File: src/rtl/counter_pkg.sv
// Shared definitions for the counter sequencing controller and its datapath:
// state encoding, default widths and mode constants.
package counter_pkg;

    localparam int DEF_WIDTH  = 4;
    localparam int DEF_WRAP_W = 8;

    localparam logic MODE_ONESHOT  = 1'b0;
    localparam logic MODE_PERIODIC = 1'b1;

    typedef enum logic [1:0] {
        S_IDLE = 2'd0,
        S_RUN  = 2'd1,
        S_HOLD = 2'd2,
        S_DONE = 2'd3
    } state_t;

endpackage

File: src/rtl/counter_core.sv
// Counter datapath: clearable, enable-gated up counter with a terminal-count
// compare against an externally held terminal value.
module counter_core
    import counter_pkg::*;
#(
    parameter int WIDTH = DEF_WIDTH
) (
    input  logic             clk,
    input  logic             rst_n,
    input  logic             clr,
    input  logic             en,
    input  logic [WIDTH-1:0] term,
    output logic [WIDTH-1:0] count,
    output logic             tc
);

    logic [WIDTH-1:0] count_r;

    // Count register: clear wins over enable, otherwise hold.
    always_ff @(posedge clk) begin
        if (!rst_n) begin
            count_r <= {WIDTH{1'b0}};
        end else if (clr) begin
            count_r <= {WIDTH{1'b0}};
        end else if (en) begin
            count_r <= count_r + {{(WIDTH-1){1'b0}}, 1'b1};
        end else begin
            count_r <= count_r;
        end
    end

    assign count = count_r;
    assign tc    = (count_r == term);

endmodule

File: src/rtl/counter_ctrl.sv
// Sequencing controller: command decode, terminal/mode latches, saturating
// wrap counter and status decode around a single counter_core instance.
module counter_ctrl
    import counter_pkg::*;
#(
    parameter int WIDTH  = DEF_WIDTH,
    parameter int WRAP_W = DEF_WRAP_W
) (
    input  logic              clk,
    input  logic              rst_n,
    input  logic              start,
    input  logic              stop,
    input  logic              pause,
    input  logic              mode,
    input  logic [WIDTH-1:0]  term,
    output logic [WIDTH-1:0]  count,
    output logic              rco,
    output logic              busy,
    output logic              done,
    output logic [WRAP_W-1:0] wraps
);

    state_t              state_r;
    state_t              state_nx_s;
    logic [WIDTH-1:0]    term_q_r;
    logic                mode_q_r;
    logic [WRAP_W-1:0]   wraps_r;
    logic [WRAP_W-1:0]   wraps_nx_s;
    logic                clr_s;
    logic                en_s;
    logic                latch_s;
    logic                tc_s;

    counter_core #(
        .WIDTH (WIDTH)
    ) u_core (
        .clk   (clk),
        .rst_n (rst_n),
        .clr   (clr_s),
        .en    (en_s),
        .term  (term_q_r),
        .count (count),
        .tc    (tc_s)
    );

    // Next-state and datapath control; stop beats start, start beats pause.
    always_comb begin
        state_nx_s = state_r;
        clr_s      = 1'b0;
        en_s       = 1'b0;
        latch_s    = 1'b0;
        wraps_nx_s = wraps_r;
        if (stop) begin
            state_nx_s = S_IDLE;
            clr_s      = 1'b1;
        end else if (start && ((state_r == S_IDLE) || (state_r == S_DONE))) begin
            state_nx_s = S_RUN;
            clr_s      = 1'b1;
            latch_s    = 1'b1;
            wraps_nx_s = {WRAP_W{1'b0}};
        end else begin
            case (state_r)
                S_RUN: begin
                    if (pause) begin
                        // Pause defers both the increment and any terminal action.
                        state_nx_s = S_HOLD;
                    end else if (tc_s) begin
                        if (mode_q_r == MODE_PERIODIC) begin
                            clr_s = 1'b1;
                            if (wraps_r != {WRAP_W{1'b1}}) begin
                                wraps_nx_s = wraps_r + {{(WRAP_W-1){1'b0}}, 1'b1};
                            end else begin
                                wraps_nx_s = wraps_r;
                            end
                        end else begin
                            state_nx_s = S_DONE;
                        end
                    end else begin
                        en_s = 1'b1;
                    end
                end
                S_HOLD: begin
                    if (!pause) begin
                        state_nx_s = S_RUN;
                    end else begin
                        state_nx_s = S_HOLD;
                    end
                end
                S_IDLE: state_nx_s = S_IDLE;
                S_DONE: state_nx_s = S_DONE;
                default: begin
                    state_nx_s = S_IDLE;
                    clr_s      = 1'b1;
                end
            endcase
        end
    end

    // State register.
    always_ff @(posedge clk) begin
        if (!rst_n) begin
            state_r <= S_IDLE;
        end else begin
            state_r <= state_nx_s;
        end
    end

    // Terminal count and mode are captured only on an accepted start.
    always_ff @(posedge clk) begin
        if (!rst_n) begin
            term_q_r <= {WIDTH{1'b0}};
            mode_q_r <= MODE_ONESHOT;
        end else if (latch_s) begin
            term_q_r <= term;
            mode_q_r <= mode;
        end else begin
            term_q_r <= term_q_r;
            mode_q_r <= mode_q_r;
        end
    end

    // Wrap-event counter register.
    always_ff @(posedge clk) begin
        if (!rst_n) begin
            wraps_r <= {WRAP_W{1'b0}};
        end else begin
            wraps_r <= wraps_nx_s;
        end
    end

    assign rco   = (state_r == S_RUN) && tc_s;
    assign busy  = (state_r == S_RUN) || (state_r == S_HOLD);
    assign done  = (state_r == S_DONE);
    assign wraps = wraps_r;

endmodule
File: config.mk
export PLATFORM = sky130hd
export DESIGN_NAME = counter_ctrl
export DESIGN_NICKNAME = d
export VERILOG_FILES = /design/src/rtl/counter_pkg.sv /design/src/rtl/counter_core.sv /design/src/rtl/counter_ctrl.sv
export SDC_FILE = /design/constraint.sdc
export NUM_CORES = 1
export LEC_CHECK = 0
export CAP_MARGIN = 20
export CORE_MARGIN = 8
export CORE_UTILIZATION = 35
export CTS_CLUSTER_SIZE = 30
export DETAILED_ROUTE_END_ITERATION = 12
export SYNTH_ARGS = -nofsm -noshare
export SYNTH_HDL_FRONTEND = slang
export SYNTH_SLANG_ARGS = --single-unit
File: constraint.sdc
create_clock -name clk -period 2.8 [get_ports clk]
set_clock_uncertainty 0.15 [all_clocks]
set_input_delay 0.56 -clock clk [delete_from_list [all_inputs] [get_ports clk]]
set_output_delay 0.56 -clock clk [all_outputs]
set_load 0.005 [all_outputs]
Yosys cells after proc, flatten, opt, wreduce, memory -nomap -nowiden

Index checks and enable logic that the tools add are counted.

Bits in registers: 19
Input bits: 10
Output and inout port bits: 15
Logic and storage cells: 60

$add $sub $neg: 2
Eq/ne operators: 10
Multiplexer cells: 25
Bitwise gates (word level): 2
Reductions and logical operators: 15

Operator list:

| kind                | number |
|---|---|
| $mux 8              | 6 |
| $mux 1              | 14 |
| $add 8x1->8 const B | 1 |
| $mux 2              | 4 |
| $ne 4x4->1 const B  | 2 |
| $ne 8x8->1 const B  | 1 |
| $pmux 2 s4          | 1 |
| $reduce_bool 2->1   | 4 |
| $ne 3x3->1 const B  | 2 |
| $reduce_and 6->1    | 1 |
| $add 4x1->4 const B | 1 |
| $eq 2x2->1 const B  | 2 |
| $eq 4x4->1          | 1 |
| $reduce_and 2->1    | 2 |
| $reduce_or 2->1     | 2 |
| $reduce_or 3->1     | 1 |
| $eq 2x1->1 const B  | 1 |
| $logic_and 1x1->1   | 2 |
| $logic_not 2->1     | 1 |
| $logic_or 1x1->1    | 2 |
| $ne 2x1->1 const B  | 1 |
| $not 1->1           | 2 |

Logic depth before layout (Yosys ltp)

Gate-level depths: netlist (run 1).

Word-level depth: 7
Depth in mapped cells: 7
Gate-level depth less buffers: 7

Hierarchy

Synthesis (run 1) repeated with hierarchy kept, for this count alone.

Cell total of the unflattened synthesis: 127
Area total of the unflattened synthesis: 1,087.3 µm²

By module, submodules not included:

| module       | instances | cells an instance | area each (µm²) | sequential area each (µm²) |
|---|---|---|---|---|
| counter_ctrl | 1         | 105               | 865.8           | 300.3 |
| counter_core | 1         | 22                | 221.5           | 80.1 |

Least setup slack after synthesis (run 1)

OpenSTA, ideal clock, no wires.

Kind: register -> register
From: register state_r[0]
To: register u_core.count_r[2] (netlist: u_core.count[2])
Library setup time: 116 ps
Data arrival time: 1,702 ps
Data required time: 2,534 ps
Setup slack: 832 ps
Cell stages (with the launch flop): 8
Buffers on the path: 0
Period minus slack after synthesis: 1,968 ps
Path through: dfxtp_1 > inv_1 > ha_1 > nand2_1 > nand2_1 > or4b_4 > xor2_1 > nor2_2

Word-level cells in the longest chain between the ends: 6
Elaborated cells on any way between the ends: 12
Classes of those cells: eq/ne: 2; mux: 6; reduce/logical: 4

Ends and longest elaborated chain:

| item                                                 | RTL line            | text |
|---|---|---|
| start: declaration                                   | counter_ctrl.sv:23  | `state_t state_r;` |
| start signal: assignment                             | counter_ctrl.sv:104 | `state_r <= state_nx_s;` |
| $eq 2x2->1 / $logic_not 2->1 (equally long branches) | counter_ctrl.sv:56  | `end else if (start && ((state_r == S_IDLE) \|\| (state_r == S_DONE))) begin` |
| $logic_or 1x1->1                                     | counter_ctrl.sv:56  |  |
| $logic_and 1x1->1                                    | counter_ctrl.sv:56  |  |
| $mux 1                                               | counter_ctrl.sv:56  |  |
| $mux 1                                               | counter_ctrl.sv:53  | `if (stop) begin` |
| $reduce_or 2->1 (no source line)                     | --                  |  |
| end signal: assignment                               | counter_core.sv:24  | `count_r <= {WIDTH{1'b0}};` |
| end signal: assignment                               | counter_core.sv:26  | `count_r <= count_r + {{(WIDTH-1){1'b0}}, 1'b1};` |
| end signal: assignment                               | counter_core.sv:28  | `count_r <= count_r;` |
| end: declaration                                     | counter_core.sv:17  | `logic [WIDTH-1:0] count_r;` |

Parallel ways exist; a longest one is shown, timed or not.
A chain may end at the register's enable or synchronous reset.

Worst setup path in the final report (run 1)

From: register u_core.count_r[0] (netlist: u_core.count[0])
To: output port rco

Word-level cells in the longest chain between the ends: 2

Ends and longest elaborated chain:

| item                     | RTL line            | text |
|---|---|---|
| start signal: assignment | counter_core.sv:22  | `count_r <= {WIDTH{1'b0}};` |
| start signal: assignment | counter_core.sv:24  |  |
| start signal: assignment | counter_core.sv:26  |  |
| $eq 4x4->1               | counter_core.sv:33  | `assign tc = (count_r == term);` |
| $logic_and 1x1->1        | counter_ctrl.sv:131 | `assign rco = (state_r == S_RUN) && tc_s;` |
| end: declaration         | counter_ctrl.sv:17  | `output logic rco,` |

Every way passes these cells.

==> summary.md, run 1 <==
| Metric | Value |
|---|---|
| Crit-path max cell delay | 490 ps |
| Commonest non-fill, non-tap cell in the layout | clkdlybuf4s50_1 |
| Period utilization | 0.943 |
| Sum of routed wire segments on met1 | 1220 um |
| Chip height | 71.0 um |
| Commonest non-fill, non-tap cells in the layout | clkdlybuf4s50_1 (24), nand2_1 (19), dfxtp_1 (19), nor2_1 (9), o21ai_0 (8) |
| Largest net degree at the start of global routing | 12 |
| Max layer used | met4 |
| Metal3 WL | 96 um |
| CTS Buf Count | 3 |
| Design area | 1360 um^2 |
| CP delay by family, top | simple AND/OR/NAND/NOR gates |
| Dpl cell area | 1330 um^2 |
| Critical Path Stages | 4 |
| Cells after Synth | 126 |
| Fillers | 313 |
| Hold Vio Cnt, Final | 0 |
| Fraction of layout cells with a size suffix above 1 | 0.0523 |
| Status | finished, final reports clean |
| WP buf/inv | 1 |
| Crit path from | u_core.count[0]$_SDFFE_PP0P_ |
| Core area | 2950 um^2 |
| Total gr overflow | 0 |
| WP data arrival | 1930 ps |
| Die Span X | 71.0 um |
| R2r startpoint | state_r[0]$_SDFFE_PP0P_ |
| PostCTS Resize Cnt | 0 |
| Ys async rst share | 0 |
| DR iter-0 viols | 45 |
| Sequential share of the synthesized area | 0.359 |
| Final wirelength | 2500 um |
| First-pass GRT wire length | 4400 um |
| Met2 wire len | 1160 um |
| Period minus WS final | 2640 ps |
| Layout area overhead | 28.5% |
| Cells along the critical path | xnor2_1 -> and4_1 -> and2_2 -> clkdlybuf4s50_1 |
| CP Capture Type | output pin |
| CP required | 2090 ps |
| Unrepaired setup endpoints after global routing | no |
| Gr usage total | 0.104 |
| Synth warn | 0 |
| Syn_nets | 142 |
| EDFF count, synth | 0 |
| Setup tns final | 0 ps |
| Achievable Freq | 0.379 GHz |
| Multi-input combinational cell area | 644 um^2 |
| Count of pins over their slew limit | 0 |
| Max cap viols | 0 |
| Postcts setup bufs | 0 |
| #FFs+latches synth | 19 |
| Top FF cell, synth | dfxtp_1 |
| Hold Crit Class | reg -> reg |
| Rel. slew slack | 0.721 |
| IO Pins | 25 |
| IO Port Bufs | 24 |
| Dpl cells | 182 |
| Clock Latency Late Sink | 290 ps |
| Synth Cell Area | 1060 um^2 |
| Cell area power density | 359 nW/um^2 |
| Drt pass-1 iters | 4 |
| Via-to-Cell Ratio | 5.14 |
| Sequential cell area | 380 um^2 |
| CTS Root Cell | clkbuf_4 |
| Final ANT Viol Nets | 0 |
| Final setup vio count | 0 |
| Final Core Density | 0.461 |
| VDD IR-drop max | 189 uV |
| Die area | 5040 um^2 |
| Via count | 956 |
| Maximum level of the CTS H-tree | 1 |
| Final Instance Count excl. Fillers | 186 |
| R2R setup slack | 540 ps |
| WL per Instance | 13.4 um |
| Std cell rows | 20 |
| CTS tree | done |
| DRC viols | 0 |
| Slowest stage cell, crit path | clkdlybuf4s50_1 |
| Routability cong. | 0.802 |
| Final nets | 170 |
| Hold Buf Count CTS | 0 |
| Max Fanout on Critical Path | 7 |
| Ant diodes | 0 |
| Hold_sp | term_q_r[0]$_SDFFE_PN0P_ |
| Crit Path Class | reg -> out |
| CTS max path bufs | 2 |
| FF-to-FF End | wraps[5]$_SDFFE_PN0P_ |
| Count of cell types in the netlist | 35 |
| Post-Syn Area per Cell | 8.40 um^2 |
| DP HPWL | 2000 um |
| Worst Setup EP | rco |
| Clk pin slew, worst setup/hold paths | 110 ps |
| Sink Count | 19 |
| Worst-Margin Slew | 418 ps |
| Vias in the first global route | 989 |
| Initial Util | 0.358 |
| Leakage | 0.477 nW |
| Initial antenna violation count | 0 |
| Startpoint Class | flop |
| R2R cell count | 7 |
[layer usage]
layer / GRT usage / up-vias
li1: - / 506
met1: 0.128 / 435
met2: 0.174 / 13
met3: 0.0240 / 2
met4: 0.0346 / 0
met5: 0 / -
[worst min-delay path: cells and delay by family, from the launching register on]
kind               cells  cell delay, ps
and+or+nand+nor        1              50
DFF                    1             330
AOI/OAI and AO/OA      1              60
[logic make-up (layout without fill, tap and decap cells)]
kind of cell / after synthesis / count (layout) / share of synthesized area
xor+xnor: 7 / 7 / 0.0579
mux: 3 / 3 / 0.0284
compound gates: 28 / 28 / 0.177
buf+inv: 7 / 34 / 0.0319
flops: 19 / 19 / 0.359
simple gates: 56 / 56 / 0.274
fa+ha+maj: 6 / 6 / 0.0709
[layout make-up]
cell class	instances	area share
multi-input combinational	100	0.474
tap	33	0.0304
inverter	5	0.0138
clock inverter	1	0.00368
timing repair buffer	25	0.182
sequential	19	0.280
clock buffer	3	0.0166
[where the power goes]
part	switching [mW]	internal (mW)
Combinational	0.0359	0.0331
Sequential	0.00452	0.275
Clock	0.0863	0.0531
[synthesized netlist by cell type, drive strengths merged, types with 2 or more instances]
cell type   n  area [um^2]
dfxtp      19          380
nand2      19         71.3
nor2       10         40.0
o21ai       8         40.0
nand3       7         35.0
ha          6         75.1
xnor2       6         52.6
a21boi      5         37.5
inv         5         18.8
a31oi       3         18.8
mux2i       3         30.0
nand2b      3         18.8
nor2b       3         18.8
nor3        3         15.0
o31ai       3         22.5
a211oi      2         15.0
a21oi       2         10.0
and3        2         12.5
and4        2         17.5
[how the worst min path moves through the flow]
stage	slack [ps]	cells past startpoint	endpoint
4_1_cts	340	2	term_q_r[0]$_SDFFE_PN0P_
5_1_grt	360	2	term_q_r[3]$_SDFFE_PN0P_
3_5_place_dp	320	2	term_q_r[0]$_SDFFE_PN0P_
3_3_place_gp	320	2	term_q_r[0]$_SDFFE_PN0P_
6_report	330	2	term_q_r[0]$_SDFFE_PN0P_
2_1_floorplan	310	2	term_q_r[0]$_SDFFE_PN0P_
[through the flow]
step | hold WS [ps] | worst slack [ps] | power (mW)
floorplan | 307 | 832 | 0.328
global placement | 323 | 359 | 0.354
detailed placement | 323 | 292 | 0.355
CTS | 338 | 131 | 0.493
global route | 360 | 45.0 | 0.517
finish | 334 | 160 | 0.488
[state kept, by name, indices dropped and copies added (netlist names)]
| signal | count |
|---|---|
| wraps | 8 |
| term_q_r | 4 |
| state_r | 2 |
| mode_q_r | 1 |
| u_core.count | 4 |
Note: power is estimated with default switching activity, not from simulation.
==> inputs of run 2 (changes only) <==
Settings changed: MAX_ROUTING_LAYER set to met4.
Clock period 2.8 ns to 2.2 ns, I/O delays scaled along.
==> summary.md, run 2 (synthesized netlist as in run 1, its figures left out) <==
| Metric | Value |
|---|---|
| Rel. slew slack | 0.715 (-0.00657) |
| Die area | 5040 um^2 (unchanged) |
| Maximum level of the CTS H-tree | 1 (unchanged) |
| CTS Buf Count | 3 (unchanged) |
| Count of pins over their slew limit | 0 (unchanged) |
| R2R cell count | 7 (unchanged) |
| WL per Instance | 14.2 um (+5.8%) |
| Hold Crit Class | reg -> reg |
| Place WS | 5.17 ps (-287 ps) |
| Achievable Freq | 0.468 GHz |
| Via-to-Cell Ratio | 5.25 (+2.2%) |
| Routability cong. | 0.728 (-9.2%) |
| Drt pass-1 iters | 4 (unchanged) |
| DP HPWL | 2120 um (+5.9%) |
| Ant diodes | 0 (unchanged) |
| Setup tns final | 0 ps (unchanged) |
| Via count | 1,066 (+12%) |
| CP required | 1610 ps (-480 ps) |
| Hold Buf Count CTS | 0 (unchanged) |
| Clk pin slew, worst setup/hold paths | 110 ps (about the same) |
| CTS tree | done |
| WP data arrival | 1550 ps (-380 ps) |
| CP Capture Type | output pin |
| R2R setup slack | 160 ps (-380 ps) |
| Fraction of layout cells with a size suffix above 1 | 0.224 (+0.171) |
| Die Span X | 71.0 um (unchanged) |
| FF-to-FF End | u_core.count[2]$_SDFFE_PP0P_ |
| Vias in the first global route | 1,118 (+13%) |
| Number of flip-flops under the largest register name | 8 (unchanged) |
| Largest net degree at the start of global routing | 11 (-1) |
| DRC viols | 0 (unchanged) |
| Hold Vio Cnt, Final | 0 (unchanged) |
| Max Fanout on Critical Path | 3 (-4) |
| R2r startpoint | state_r[1]$_SDFFE_PP0P_ |
| Crit Path Class | reg -> out |
| Status | finished, final reports clean |
| Worst-Margin Slew | 428 ps (+9.85 ps) |
| Total power | 652 uW (+34%) |
| Sink Count | 19 (unchanged) |
| Startpoint Class | flop |
| Worst Setup EP | busy |
| Commonest non-fill, non-tap cells in the layout | clkdlybuf4s50_1 (23), nand2_1 (19), buf_4 (18), dfxtp_1 (12), nor2_1 (9) |
| Final ANT Viol Nets | 0 (unchanged) |
| CTS Root Cell | clkbuf_4 |
| Gr usage total | 0.126 (+0.0217) |
| Fillers | 280 (-11%) |
| Max cap viols | 0 (unchanged) |
| Layout area overhead | 46.6% |
| Chip height | 71.0 um (unchanged) |
| Final setup vio count | 0 (unchanged) |
| Commonest non-fill, non-tap cell in the layout | clkdlybuf4s50_1 |
| Initial antenna violation count | 0 (unchanged) |
| DR iter-0 viols | 32 (-29%) |
| Period minus WS final | 2140 ps |
| Worst setup margin | 63.1 ps (-97.3 ps) |
| First-pass GRT wire length | 5060 um (+15%) |
| VDD IR-drop max | 335 uV (+77%) |
| IO Pins | 25 (unchanged) |
| Leakage | 0.577 nW (+21%) |
| Core area | 2950 um^2 (unchanged) |
| Std cell rows | 20 (unchanged) |
| Total gr overflow | 0 (unchanged) |
| Final nets | 187 (+10%) |
| Initial Util | 0.358 (unchanged) |
| CTS max path bufs | 2 (unchanged) |
| Cell area power density | 420 nW/um^2 (+17%) |
| Period utilization | 0.971 |
| IO Port Bufs | 24 (unchanged) |
| Crit path from | state_r[0]$_SDFFE_PP0P_ |
| Clock Latency Late Sink | 300 ps (about the same) |
| Final wirelength | 2880 um (+15%) |
[run 2: metrics by stage]
stage	utilization	area (um^2)	cells	hold WS [ps]
global placement	0.479	1420	193	322
floorplan	-	1060	126	307
global route	0.525	1550	203	367
detailed placement	0.479	1420	193	324
CTS	0.517	1530	205	340
finish	0.525	1550	203	345
[run 2: repair_timing]
| action | 4_1_cts | 5_1_grt |
|---|---|---|
| pin swaps | 3 | 4 |
| gates resized for setup | 11 | 6 |
| setup buffers | 8 | 1 |
| endpoints found under the setup margin | 2 | 7 |
[run 2: final cells by class]
class / instances / area (um^2) / share of cell area
clock buffer: 4 / 26.3 / 0.0169
timing repair buffer: 42 / 374 / 0.241
tap: 33 / 41.3 / 0.0266
multi-input combinational: 100 / 697 / 0.449
sequential: 19 / 394 / 0.254
inverter: 5 / 18.8 / 0.0121
[run 2: power by group]
| group | switching [mW] | total, mW | internal [mW] |
|---|---|---|---|
| logic | 0.0541 | 0.117 | 0.0630 |
| clock network | 0.110 | 0.181 | 0.0706 |
| registers | 0.00612 | 0.354 | 0.348 |
| total | 0.170 | 0.652 | 0.482 |
[run 2: how the worst min path moves through the flow]
stage / from / to / slack [ps] / cells past startpoint
2_1_floorplan: term_q_r[0]$_SDFFE_PN0P_ / term_q_r[0]$_SDFFE_PN0P_ / 310 / 2
3_3_place_gp: term_q_r[2]$_SDFFE_PN0P_ / term_q_r[2]$_SDFFE_PN0P_ / 320 / 2
3_5_place_dp: term_q_r[3]$_SDFFE_PN0P_ / term_q_r[3]$_SDFFE_PN0P_ / 320 / 2
4_1_cts: term_q_r[2]$_SDFFE_PN0P_ / term_q_r[2]$_SDFFE_PN0P_ / 340 / 2
5_1_grt: term_q_r[1]$_SDFFE_PN0P_ / term_q_r[1]$_SDFFE_PN0P_ / 370 / 2
6_report: term_q_r[1]$_SDFFE_PN0P_ / term_q_r[1]$_SDFFE_PN0P_ / 350 / 2
[run 2: layer usage]
metal | vias to the layer above | part of all wire | global-route usage
li1 | 541 | - | -
met3 | 4 | 0.039 | 0.0353
met2 | 19 | 0.51 | 0.213
met4 | 0 | 0.0094 | 0.0416
met1 | 502 | 0.44 | 0.139
met5 | - | 0 | -
[run 2: critical path: stages (launching register included)]
cell and delay [ps]:
dfxtp_4 360, inv_1 130, ha_4 230, inv_1 50, clkdlybuf4s50_1 490
